## src/rtl/mat_operand_loader.sv

```systemverilog
// mat_operand_loader: serial-to-parallel operand feeder for the 5x2 x 2x4
// matrix multiplier. Streams 10 A elements then 8 B elements (row-major) in
// over valid/ready, packs them MSB-first into a_bus/b_bus, freezes the buses
// for LATENCY edges, flags res_valid and waits for res_ack.
// Optional: define MAT_LOADER_FLUSH_EN to add a synchronous flush input.
module mat_operand_loader #(
  parameter int W       = 12,
  parameter int ROWS_A  = 5,
  parameter int K       = 2,
  parameter int COLS_B  = 4,
  parameter int LATENCY = 2
) (
  input  logic                          clk,
  input  logic                          rst,
  input  logic [W-1:0]                  in_data,
  input  logic                          in_valid,
  output logic                          in_ready,
  output logic [ROWS_A*K*W-1:0]         a_bus,
  output logic [K*COLS_B*W-1:0]         b_bus,
  output logic                          mat_valid,
  output logic                          res_valid,
  input  logic                          res_ack
`ifdef MAT_LOADER_FLUSH_EN
  ,
  input  logic                          flush
`endif
);

  localparam int NA = ROWS_A * K;
  localparam int NB = K * COLS_B;
  localparam int EW = $clog2((NA > NB) ? NA : NB);
  localparam int HW = $clog2(LATENCY + 1);

  typedef enum logic [1:0] {S_LOAD_A, S_LOAD_B, S_HOLD, S_WAIT} state_t;

  state_t              state_q, state_d;
  logic [EW-1:0]       e_q, e_d;
  logic [HW-1:0]       hold_q, hold_d;
  logic [NA*W-1:0]     a_bus_q, a_bus_d;
  logic [NB*W-1:0]     b_bus_q, b_bus_d;
  logic                mat_valid_q, mat_valid_d;
  logic                res_valid_q, res_valid_d;
  logic                xfer;

  // in_ready is a pure state decode so it never depends on in_valid
  assign in_ready  = (state_q == S_LOAD_A) || (state_q == S_LOAD_B);
  assign xfer      = in_valid && in_ready;
  assign a_bus     = a_bus_q;
  assign b_bus     = b_bus_q;
  assign mat_valid = mat_valid_q;
  assign res_valid = res_valid_q;

  // Next-state, slot packing and registered-output decode
  always_comb begin
    state_d = state_q;
    e_d     = e_q;
    hold_d  = hold_q;
    a_bus_d = a_bus_q;
    b_bus_d = b_bus_q;
    case (state_q)
      S_LOAD_A: if (xfer) begin
        // element 0 lands in the MSBs
        a_bus_d[(NA-1-int'(e_q))*W +: W] = in_data;
        if (e_q == EW'(NA-1)) begin
          e_d     = '0;
          state_d = S_LOAD_B;
        end else begin
          e_d = e_q + 1'b1;
        end
      end
      S_LOAD_B: if (xfer) begin
        b_bus_d[(NB-1-int'(e_q))*W +: W] = in_data;
        if (e_q == EW'(NB-1)) begin
          e_d     = '0;
          hold_d  = '0;
          state_d = S_HOLD;
        end else begin
          e_d = e_q + 1'b1;
        end
      end
      S_HOLD: begin
        hold_d = hold_q + 1'b1;
        if (hold_q == HW'(LATENCY-1)) state_d = S_WAIT;
      end
      S_WAIT: if (res_ack) state_d = S_LOAD_A;
      default: state_d = S_LOAD_A;
    endcase
`ifdef MAT_LOADER_FLUSH_EN
    // flush wins over any transfer or ack; bus contents are left alone
    if (flush) begin
      state_d = S_LOAD_A;
      e_d     = '0;
      hold_d  = '0;
    end
`endif
    mat_valid_d = (state_d == S_HOLD) || (state_d == S_WAIT);
    res_valid_d = (state_d == S_WAIT);
  end

  // State and output registers, async active-high reset
  always_ff @(posedge clk or posedge rst) begin
    if (rst) begin
      state_q     <= S_LOAD_A;
      e_q         <= '0;
      hold_q      <= '0;
      a_bus_q     <= '0;
      b_bus_q     <= '0;
      mat_valid_q <= 1'b0;
      res_valid_q <= 1'b0;
    end else begin
      state_q     <= state_d;
      e_q         <= e_d;
      hold_q      <= hold_d;
      a_bus_q     <= a_bus_d;
      b_bus_q     <= b_bus_d;
      mat_valid_q <= mat_valid_d;
      res_valid_q <= res_valid_d;
    end
  end

endmodule

```

## config.mk

```make
export PLATFORM = sky130hd
export DESIGN_NAME = mat_operand_loader
export DESIGN_NICKNAME = d
export VERILOG_FILES = /design/src/rtl/mat_operand_loader.sv
export SDC_FILE = /design/constraint.sdc
export NUM_CORES = 1
export LEC_CHECK = 0
export ABC_AREA = 1
export BUFFER_PORTS_ARGS = -buffer_cell sky130_fd_sc_hd__clkbuf_2
export CAP_MARGIN = 10
export CORE_MARGIN = 5
export CORE_UTILIZATION = 55
export DETAILED_ROUTE_END_ITERATION = 7
export GPL_TIMING_DRIVEN = 0
export PLACE_DENSITY = 0.89
export SLEW_MARGIN = 20
export SYNTH_ARGS = -nofsm -noshare
export SYNTH_HDL_FRONTEND = slang
export SYNTH_SLANG_ARGS = --single-unit
```

## constraint.sdc

```tcl
create_clock -name clk -period 12.5 [get_ports clk]
set_input_delay 0.625 -clock clk [delete_from_list [all_inputs] [get_ports clk]]
set_output_delay 0.625 -clock clk [all_outputs]
set_load 0.02 [all_outputs]
```

==> run_results.csv, run 1 <==
group,metric,value,unit
cells_and_area,area_growth,19.3,%
critical_path,crit_path_frequent_cell,"nand2_1",
synth,netlist_area,12200,µm²
clocking,ctsResizeCount,0,
global_route,grt_max_degree,103,
die,fp.dieH,159,µm
synth,synth_area_per_cell,7.81,µm²
global_route,grt_overflow,0,
sta,maxSlewViolCount,0,
synth,synthArstFlopShare,1.00,
drt,routedWlPerCell,18.1,µm
clocking,clk_pin_slew,60,ps
clocking,cts_root_buffer,"clkbuf_16",
clocking,clkSinkCount,226,
sta,worst_slew_pin_slew,887,ps
critical_path,cp-end-kind,"flop",
sta,rsz0062_at_grt,"no",
place,dp_slack,7510,ps
clocking,cts_setup_buffers,0,
die,initial_core_util,0.559,
place,place_inst,2077,
sta,setup_viol,0,
die,die_area,25300,µm²
synth,synth_edf_count,0,
synth,syn_nets,1614,
die,pin_count,235,
flow_run,cap_violations,0,
clocking,numCtsBuffers,24,
sta,finalHoldViolations,0,
synth,synth_warnings,0,
die,core_region_area,21800,µm²
sta,min_period,5130,ps
critical_path,critical_path_arrival,5510,ps
critical_path,path_class,"flop to flop",
sta,worst_slack,7370,ps
critical_path,startpoint_type,"flop",
cells_and_area,drive_above_1_share,0.194,
drt,route.detailed.drc,0,
synth,synthFlopType,"dfrtp_1",
status,status,"finished clean",
synth,synth-seq-cells,226,
sta,fin_crit_sh,0.411,
die,die_w,159,µm
worst_hold_path,hold_path_class,"input pin to asynchronous set/reset pin",
clocking,hold_buffers,0,
global_route,grt_pass1_vias,11928,
place,numPortBuffers,234,
place,gp_congestion,0.985,
sta,setup_tns,0,ps
critical_path,cp_slowest_cell,"dfrtp_1",
die,num_rows,54,
cells_and_area,nNetsFinal,1876,
synth,ys_seq_area_frac,0.464,
drt,drt_iter0_drc,1375,
drt,dr.pass1.iters,7,
place,dp_hpwl,29.2,mm
global_route,grt_use_total,0.292,
synth,ys_types,53,
cells_and_area,stdcell_count,2121,
place,place_area,13800,µm²
global_route,antenna_found_initial,4,
sta,max_freq,0.195,GHz
critical_path,cp_max_fo,17,
drt,via_count,12195,
drt,routed_wl,38.4,mm
clocking,cts_buffer_depth,3,
clocking,clock_latency,530,ps
drt,vias_per_cell,5.75,
clocking,cts_tree,"done",
critical_path,critical_path.max_stage_delay,450,ps
clocking,htreeDepth,1,
cells_and_area,final_design_area_no_fill,14600,µm²
sta,clock_skew,6.52,ps
sta,relSlewSlack,0.402,
global_route,grt_pass1_wl,61.5,mm
synth,netlist_instances,1561,
critical_path,required,12880,ps
drt,ant_nets,0,
## logic make-up after synthesis
logic type / Yosys count / share of synthesized area
xor+xnor: 8 / 0.00698
buf+inv: 231 / 0.0741
mux: 16 / 0.0140
compound gates: 292 / 0.130
simple gates: 751 / 0.272
fa+ha+maj: 37 / 0.0392
flops: 226 / 0.464
## worst paths after layout
kind | startpoint | end | slack (ps) | cells after the start
max in group asynchronous | rst | b_bus[65] | 11240 | 4
setup / recovery | e_q[2] | a_bus[80] | 7370 | 26
hold / removal | rst | a_bus[117] | 60 | 2
setup reg to reg | e_q[2] | a_bus[80] | 7370 | 26
min in group clk | res_ack | mat_valid | 390 | 4
hold reg to reg | a_bus[56] | a_bus[56] | 480 | 2
## sequential cells by signal (all words and copies together), names as in the netlist
register,count
mat_valid,1
a_bus,120
res_valid,1
hold_q,2
state_q,2
b_bus,96
e_q,4
## routing by layer
layer | global-route usage | vias up | wire length [µm]
li1 | - | 5692 | -
met1 | 0.356 | 5682 | 14500
met2 | 0.480 | 670 | 17700
met3 | 0.0871 | 147 | 4160
met4 | 0.136 | 4 | 1990
met5 | 0 | - | 21
## through the flow
stage / utilization / hold slack (ps)
2_1_floorplan: - / 453
5_1_grt: 0.667 / 89.1
3_5_place_dp: 0.631 / 463
3_3_place_gp: 0.629 / 460
4_1_cts: 0.666 / 65.7
6_report: 0.667 / 64.7
## critical path: cells and delay by family (launching register included)
kind                       cells  cell delay [ps]
adders and majority gates      4             1300
DFF                            1              450
and+or+nand+nor               17             2180
AOI/OAI and AO/OA              2              400
buffers and inverters          3              650
## placed cells by master (no fill, tap or decap), types with 3 or more instances in the layout
| cell | instances |
|---|---|
| a22oi_1 | 6 |
| mux2i_1 | 8 |
| o21ai_1 | 13 |
| clkbuf_16 | 24 |
| nand2_1 | 431 |
| buf_1 | 3 |
| nor2_2 | 6 |
| o21ai_0 | 201 |
| a31oi_1 | 7 |
| buf_4 | 3 |
| inv_1 | 173 |
| xor2_1 | 5 |
| clkinv_1 | 3 |
| ha_1 | 35 |
| clkinv_2 | 4 |
| nor2_1 | 104 |
| nand4_1 | 48 |
| o21ai_2 | 4 |
| nand2_2 | 11 |
| buf_2 | 11 |
| mux2_2 | 8 |
| nand3_1 | 107 |
| dfrtp_1 | 226 |
| a21oi_1 | 25 |
| clkbuf_8 | 5 |
| o221ai_1 | 3 |
| clkbuf_2 | 234 |
| o22ai_1 | 23 |
| clkbuf_1 | 28 |
| nand3b_1 | 3 |
| nor3_1 | 14 |
| nor4_1 | 6 |
| inv_2 | 13 |
| nor2_4 | 10 |
## synthesized netlist by cell type (2+ instances only)
library cell,count,area (µm²)
a31oi_1,7,43.8
xor2_2,2,32.5
nand4_1,48,300
a21oi_1,25,125
fa_1,2,40.0
nor2_1,104,390
nand2_2,11,68.8
o21ai_2,4,35.0
nor3_1,14,70.1
nor2_8,2,40.0
nand3_2,2,20.0
mux2i_1,8,80.1
o21ai_1,13,65.1
buf_2,11,55.1
nand3b_1,3,22.5
inv_2,13,48.8
buf_1,3,11.3
clkinv_1,3,11.3
dfrtp_1,226,5660
nor2_2,6,37.5
buf_4,3,22.5
xor2_1,5,43.8
mux2_2,8,90.1
a22oi_1,6,45.0
nand2_1,431,1620
inv_1,174,653
nand3_1,107,536
o221ai_1,3,26.3
clkbuf_1,21,78.8
o211ai_1,2,15.0
o22ai_1,23,144
o21ai_0,201,1010
nor4_1,6,37.5
ha_1,35,438
nor2_4,10,113
nor3_2,2,20.0
## layout make-up
| class | instances | area, µm² |
|---|---|---|
| timing repair buffer | 236 | 1230 |
| inverter | 192 | 732 |
| clock inverter | 6 | 68.8 |
| fill | 1792 | 7270 |
| tap | 280 | 350 |
| clock buffer | 36 | 696 |
| buffer | 39 | 179 |
| sequential | 226 | 5660 |
| multi-input combinational | 1104 | 5640 |
| antenna | 2 | 5.00 |
Power of run 1 is not shown: default switching activity piles up to over one toggle a cycle in this logic, so the estimate is an artifact.
==> inputs of run 2 (changes only) <==
--- a/config.mk
+++ b/config.mk
@@ -9,10 +9,10 @@
 export BUFFER_PORTS_ARGS = -buffer_cell sky130_fd_sc_hd__clkbuf_2
 export CAP_MARGIN = 10
 export CORE_MARGIN = 5
-export CORE_UTILIZATION = 55
+export CORE_UTILIZATION = 51
 export DETAILED_ROUTE_END_ITERATION = 7
 export GPL_TIMING_DRIVEN = 0
-export PLACE_DENSITY = 0.89
+export PLACE_DENSITY = 0.87
 export SLEW_MARGIN = 20
 export SYNTH_ARGS = -nofsm -noshare
 export SYNTH_HDL_FRONTEND = slang
==> constraint.sdc (replaced) <==
create_clock -name clk -period 4.22 [get_ports clk]
set_input_delay 0.211 -clock clk [delete_from_list [all_inputs] [get_ports clk]]
set_output_delay 0.211 -clock clk [all_outputs]
set_load 0.02 [all_outputs]
==> run 2 against run 1 <==
The run now ends with negative setup slack left. Sequential share of layout area decreased by 3.4 points. Via count increased by 2.7%. Utilization increased by 1.0 points. Die area increased by 7.3%. Routed wire length increased by 7.5%. Count of clock-buffer cells in the layout unchanged. Critical endpoint is now a_bus[89]. Register-to-register slack got worse by 7400 ps. Worst setup slack got worse by 7400 ps.
==> run_results.csv, run 2 (synthesis gave the netlist of run 1 again) <==
group,metric,value,unit
worst_hold_path,hold_path_class,"input pin to flop",
sta,finalHoldViolations,0,
sta,rsz0062_at_grt,"yes",
drt,dr.pass1.iters,6,
drt,vias_per_cell,5.69,
global_route,grt_use_total,0.290,
flow_run,cap_violations,0,
sta,max_freq,0.234,GHz
worst_hold_path,whs_path_depth,5,
place,numPortBuffers,234,
sta,worst_slew_pin_slew,911,ps
cells_and_area,nNetsFinal,1917,
place,place_area,13900,µm²
clocking,cts_buffer_depth,3,
drt,routed_wl,41.3,mm
global_route,grt_overflow,0,
clocking,clock_latency,530,ps
sta,relSlewSlack,0.386,
sta,hold_ws,111,ps
drt,via_count,12521,
critical_path,ff2ff_path_depth,23,
drt,routedWlPerCell,18.8,µm
critical_path,reg2reg_from,"e_q[2]",
critical_path,cp_max_fo,10,
cells_and_area,layout_common_cells,"nand2_1, clkbuf_2, dfrtp_1",
critical_path,startpoint_type,"flop",
die,core_region_area,23500,µm²
critical_path,crit_start,"e_q[2]",
status,violations,"negative setup slack",
cells_and_area,mostFrequentLayoutCell,"nand2_1",
drt,drt_iter0_drc,1419,
sta,worst_slack,-61.5,ps
sta,clock_skew,9.24,ps
cells_and_area,largest_reg_flops,120,
critical_path,endpoint,"a_bus[89]",
global_route,grt_pass1_wl,62.9,mm
drt,route.detailed.drc,0,
critical_path,path_class,"flop to flop",
critical_path,r2r-end,"a_bus[89]",
critical_path,critical_path_arrival,4740,ps
cells_and_area,area_growth,30.7,%
clocking,cts_tree,"done",
global_route,grt_pass1_vias,11905,
cells_and_area,final_design_area_no_fill,15900,µm²
die,pin_count,235,
clocking,numCtsBuffers,24,
global_route,grt_max_degree,35,
die,die_area,27100,µm²
die,die_w,165,µm
status,status,"finished with violations",
critical_path,required,4680,ps
place,dp_hpwl,30.1,mm
clocking,clk_pin_slew,70,ps
critical_path,cp-end-kind,"flop",
place,gp_congestion,0.999,
sta,min_period,4280,ps
place,dp_slack,-727,ps
global_route,antenna_found_initial,3,
clocking,clkSinkCount,226,
drt,ant_nets,0,
cells_and_area,drive_above_1_share,0.291,
sta,setup_viol,18,
sta,maxSlewViolCount,0,
die,fp.dieH,165,µm
die,num_rows,56,
sta,fin_crit_sh,1.01,
critical_path,rrSetupSlack,-60,ps
cells_and_area,final_core_util,0.677,
die,initial_core_util,0.518,
clocking,cts_root_buffer,"clkbuf_16",
clocking,htreeDepth,1,
## run 2: changes by cell type in the layout (fill, tap and decap cells not counted), moves of 11 or more
cell and change:
buf_4 +27, ha_4 +14, nand2_2 +54, nand3_1 -19
o21ai_0 -46, nand2_4 +14, ha_1 -16, nand2_1 -69
o21ai_1 +33, o21ai_2 +11
## run 2: cell type report
class,instances,area [µm²]
fill,1803,7610
multi-input combinational,1105,6460
sequential,226,5660
timing repair buffer,276,1600
inverter,192,743
clock buffer,36,726
tap,319,399
buffer,39,191
clock inverter,8,154
antenna,1,2.50
## run 2: routing by layer
metal / part of all wire / GRT usage
met1: 0.38 / 0.369
met2: 0.48 / 0.487
met3: 0.097 / 0.0701
met5: 0.00053 / 0
met4: 0.037 / 0.100
## run 2: worst max-delay path, cell delays in order (launching register included)
cell and delay [ps]:
dfrtp_2 400, clkinv_4 90, ha_4 170, ha_4 260
ha_4 280, fa_2 440, inv_2 110, nand3_4 90
nor2_4 210, nand4_1 120, ha_1 340, nor4_2 280
nand2_1 90, nor2_1 120, nand3_1 140, nand2_4 160
nand2_4 100, nor2_4 170, nand2_2 80, nand2_4 110
nand2_8 90, nor2_4 170, nand2_1 90, nand2_1 100
## run 2: worst min-delay path by stage
stage	to	slack [ps]	start
5_1_grt	b_bus[0]	170	in_data[8]
3_3_place_gp	a_bus[57]	460	a_bus[57]
4_1_cts	b_bus[0]	90	in_data[8]
6_report	b_bus[0]	110	in_data[8]
2_1_floorplan	mat_valid	400	res_ack
3_5_place_dp	a_bus[117]	320	rst
## run 2: repair_timing
| item | 4_1_cts | 5_1_grt |
|---|---|---|
| setup endpoints to repair | 208 | 208 |
| hold endpoints to repair | 25 | 0 |
| setup buffers | 9 | 22 |
| gates resized for setup | 56 | 196 |
| pin swaps | 6 | 61 |
| gates cloned | 1 | 2 |
| hold buffers | 2 | 0 |
## run 2: stage by stage
| step | instances | TNS [ps] |
|---|---|---|
| global placement | 2114 | -88070 |
| finish | 2202 | -316 |
| global route | 2202 | -17890 |
| floorplan | 1561 | 0 |
| detailed placement | 2121 | -89530 |
| CTS | 2177 | 0 |
Power of run 2 is left out for the same reason.
==> inputs of run 3 (changes only) <==
--- a/config.mk
+++ b/config.mk
@@ -5,7 +5,8 @@
 export SDC_FILE = /design/constraint.sdc
 export NUM_CORES = 1
 export LEC_CHECK = 0
-export ABC_AREA = 1
+export ABC_AREA = 0
+export ABC_CLOCK_PERIOD_IN_PS = 4220
 export BUFFER_PORTS_ARGS = -buffer_cell sky130_fd_sc_hd__clkbuf_2
 export CAP_MARGIN = 10
 export CORE_MARGIN = 5
@@ -13,6 +14,7 @@
 export DETAILED_ROUTE_END_ITERATION = 7
 export GPL_TIMING_DRIVEN = 0
 export PLACE_DENSITY = 0.87
+export SETUP_SLACK_MARGIN = 0.3
 export SLEW_MARGIN = 20
 export SYNTH_ARGS = -nofsm -noshare
 export SYNTH_HDL_FRONTEND = slang
==> run 3 against run 2 <==
The flow finishes with violations (design-rule violations, negative setup slack). Largest cell class unchanged. Count of clock-buffer cells in the layout down 2. Non-clock buffer count up 68. Flip-flop and latch count unchanged. Maximum frequency down 14%. Via count up 0.42%. Synthesized cell count down 22%. Routed wire length up 17%.
==> run_results.csv, run 3 <==
group,metric,value,unit
critical_path,critical_path.max_stage_delay,530,ps
global_route,grt_pass1_vias,12566,
sta,worst_slew_pin_slew,1230,ps
critical_path,worstPathCellList,"clkbuf_8 > inv_8 > ha_4 > ha_4 > inv_2 > fa_1 > buf_6 > nand2b_4 > nor4b_4 > and3_1 > buf_6 > inv_4 > ha_4 > or4_4 > nor4_4 > or3b_1 > mux2_4 > nor2_8 > nor4b_4 > buf_4 > mux2_4",
global_route,antenna_found_initial,2,
clocking,clk_pin_slew,60,ps
place,numPortBuffers,229,
critical_path,crit_start,"e_q[2]",
drt,ant_nets,0,
global_route,top_usage_layer,"met2",
critical_path,cp_slowest_cell,"fa_1",
sta,clock_skew,9.44,ps
synth,yosys-top-cells-count,"dfrtp_1, mux2_2, nor2_1",
drt,drt_iter0_drc,1761,
status,status,"finished with violations",
critical_path,cp-end-kind,"flop",
clocking,numCtsBuffers,24,
critical_path,critPathBufInv,7,
synth,ys_seq_area_frac,0.440,
critical_path,cp_top_family,"simple AND/OR/NAND/NOR gates",
power_and_ir_drop,power.density,881,nW/µm²
synth,yosys-top-cells-area,"dfrtp_1, mux2_2, nor2_1",
clocking,clkSinkCount,226,
critical_path,cp_max_fo,6,
drt,dr.pass1.iters,8,
clocking,cts_buffer_depth,3,
die,initial_core_util,0.514,
synth,synthFlopType,"dfrtp_1",
drt,routedWlPerCell,25.0,µm
critical_path,reg2reg_from,"e_q[2]",
global_route,grt_max_degree,36,
critical_path,startpoint_type,"flop",
sta,setup_viol,216,
global_route,grt_use_total,0.321,
drt,via_count,12574,
die,num_rows,58,
synth,synth_area_per_cell,10.5,µm²
synth,syn_nets,1276,
synth,synth_top_area_frac,0.440,
place,dp_slack,-1460,ps
drt,vias_per_cell,6.53,
flow_run,cap_violations,0,
critical_path,required,4630,ps
synth,synth_edf_count,0,
sta,maxSlewViolCount,0,
sta,hold_ws,162,ps
critical_path,critical_path_arrival,5400,ps
die,fp.dieH,169,µm
die,die_area,28500,µm²
global_route,use_met3,0.0801,
synth,netlist_instances,1223,
place,gp_congestion,0.999,
drt,route.detailed.drc,7,
die,die_w,169,µm
power_and_ir_drop,power.leakage,8.27,nW
synth,yosys.area.top_type,"dfrtp_1",
sta,max_freq,0.200,GHz
drt,routed_wl,48.2,mm
synth,netlist_area,12900,µm²
sta,fin_crit_sh,1.18,
sta,worst_slack,-769,ps
place,dp_hpwl,32.8,mm
global_route,grt_pass1_wl,72.9,mm
critical_path,path_class,"flop to flop",
clocking,clock_latency,540,ps
worst_hold_path,hold_path_class,"input pin to flop",
cells_and_area,nNetsFinal,1628,
sta,min_period,4990,ps
synth,synth_warnings,0,
global_route,grt_overflow,0,
cells_and_area,drive_above_1_share,0.460,
power_and_ir_drop,vdd_drop_max,606,µV
clocking,cts_root_buffer,"clkbuf_16",
synth,synthArstFlopShare,1.00,
cells_and_area,layout_common_cells,"clkbuf_2, dfrtp_1, nor2_1",
sta,finalHoldViolations,0,
cells_and_area,largest_reg_flops,120,
critical_path,crit_path_frequent_cell,"ha_4",
synth,ys_types,89,
worst_hold_path,hp-start,"in_valid",
synth,synth-seq-cells,226,
sta,relSlewSlack,0.170,
synth,synth.most_common_cell,"dfrtp_1",
cells_and_area,n_fill_cell,1649,
status,violations,"design-rule violations, negative setup slack",
clocking,cts_tree,"done",
die,core_region_area,25000,µm²
global_route,grt_use_met1,0.398,
cells_and_area,mostFrequentLayoutCell,"clkbuf_2",
die,pin_count,235,
global_route,gr-usage-met2,0.535,
clocking,htreeDepth,1,
sta,rsz0062_at_grt,"yes",
cells_and_area,area_growth,38.0,%
run 3: changes by cell type in the layout (fill, tap and decap cells not counted), sizes merged, moves of 23 or more:
| cell | previous run | this run |
|---|---|---|
| nand2 | 444 | 100 |
| buf | 57 | 118 |
| nand4 | 48 | 16 |
| o2bb2ai | 0 | 23 |
| mux2 | 8 | 191 |
| nand3 | 109 | 53 |
| o21ai | 218 | 35 |
| inv | 185 | 33 |
run 3: logic make-up (layout without fill, tap and decap cells):
group | Yosys count | after routing | synth area share
simple gates | 425 | 425 | 0.175
compound gates | 227 | 227 | 0.130
flops | 226 | 226 | 0.440
mux | 197 | 197 | 0.172
buf+inv | 92 | 460 | 0.0283
fa+ha+maj | 37 | 37 | 0.0372
xor+xnor | 19 | 19 | 0.0172
other cells | 0 | 4 | 0
run 3: worst reg2reg max path: stages, from the launching register on:
cell	delay, ps
dfrtp_1	380
clkbuf_8	160
inv_8	40
ha_4	290
ha_4	140
inv_2	40
fa_1	530
buf_6	120
nand2b_4	60
nor4b_4	270
and3_1	210
buf_6	130
inv_4	40
ha_4	200
or4_4	490
nor4_4	160
or3b_1	390
mux2_4	350
nor2_8	150
nor4b_4	230
buf_4	190
mux2_4	300
run 3: where the power goes:
part,switching (mW),internal [mW],total [mW]
logic,7.28,3.55,10.8
clock network,0.915,1.18,2.09
registers,0.228,2.47,2.70
total,8.42,7.20,15.6
run 3: worst paths after layout:
path | end | slack [ps] | cells after the start
max | b_bus[40] | -770 | 21
min | state_q[0] | 160 | 3
max reg2reg | b_bus[40] | -770 | 21
min reg2reg | a_bus[64] | 500 | 1
max in group asynchronous | e_q[3] | 2820 | 7
min in group asynchronous | b_bus[36] | 260 | 3
run 3: what timing repair did:
item / in CTS / in global routing
gates resized for setup: 118 / 59
endpoints found under the hold margin: 20 / 0
buffers inserted: 67 / 19
setup endpoints to repair: 216 / 216
hold buffers: 2 / 0
gates cloned: 1 / 0
pin swaps: 51 / 44
run 3: cell type report:
class / count / area [µm²] / share of cell area
multi-input combinational: 905 / 8250 / 0.465
sequential: 226 / 5660 / 0.319
timing repair buffer: 326 / 2170 / 0.122
clock buffer: 34 / 678 / 0.0382
tap: 330 / 413 / 0.0233
buffer: 57 / 325 / 0.0183
inverter: 35 / 159 / 0.00896
clock inverter: 8 / 78.8 / 0.00444
antenna: 4 / 10.0 / 0.000564
run 3: per-stage QoR:
| step | total power [mW] | utilization | setup TNS (ps) | instance area (µm²) | cells |
|---|---|---|---|---|---|
| CTS | 14.6 | 0.692 | -110010 | 17300 | 1902 |
| global route | 16.3 | 0.708 | -157150 | 17700 | 1922 |
| global placement | 11.3 | 0.604 | -247060 | 15100 | 1782 |
| floorplan | 9.00 | - | -99080 | 13600 | 1223 |
| detailed placement | 11.6 | 0.612 | -248160 | 15300 | 1790 |
| finish | 15.6 | 0.709 | -129080 | 17700 | 1925 |
run 3: per-layer routing:
layer,wire [µm],share of wire
met1,17200,0.36
met3,5430,0.11
met2,22700,0.47
met5,0,0
met4,2790,0.058
No activity file was read; power rests on OpenSTA's default activity.
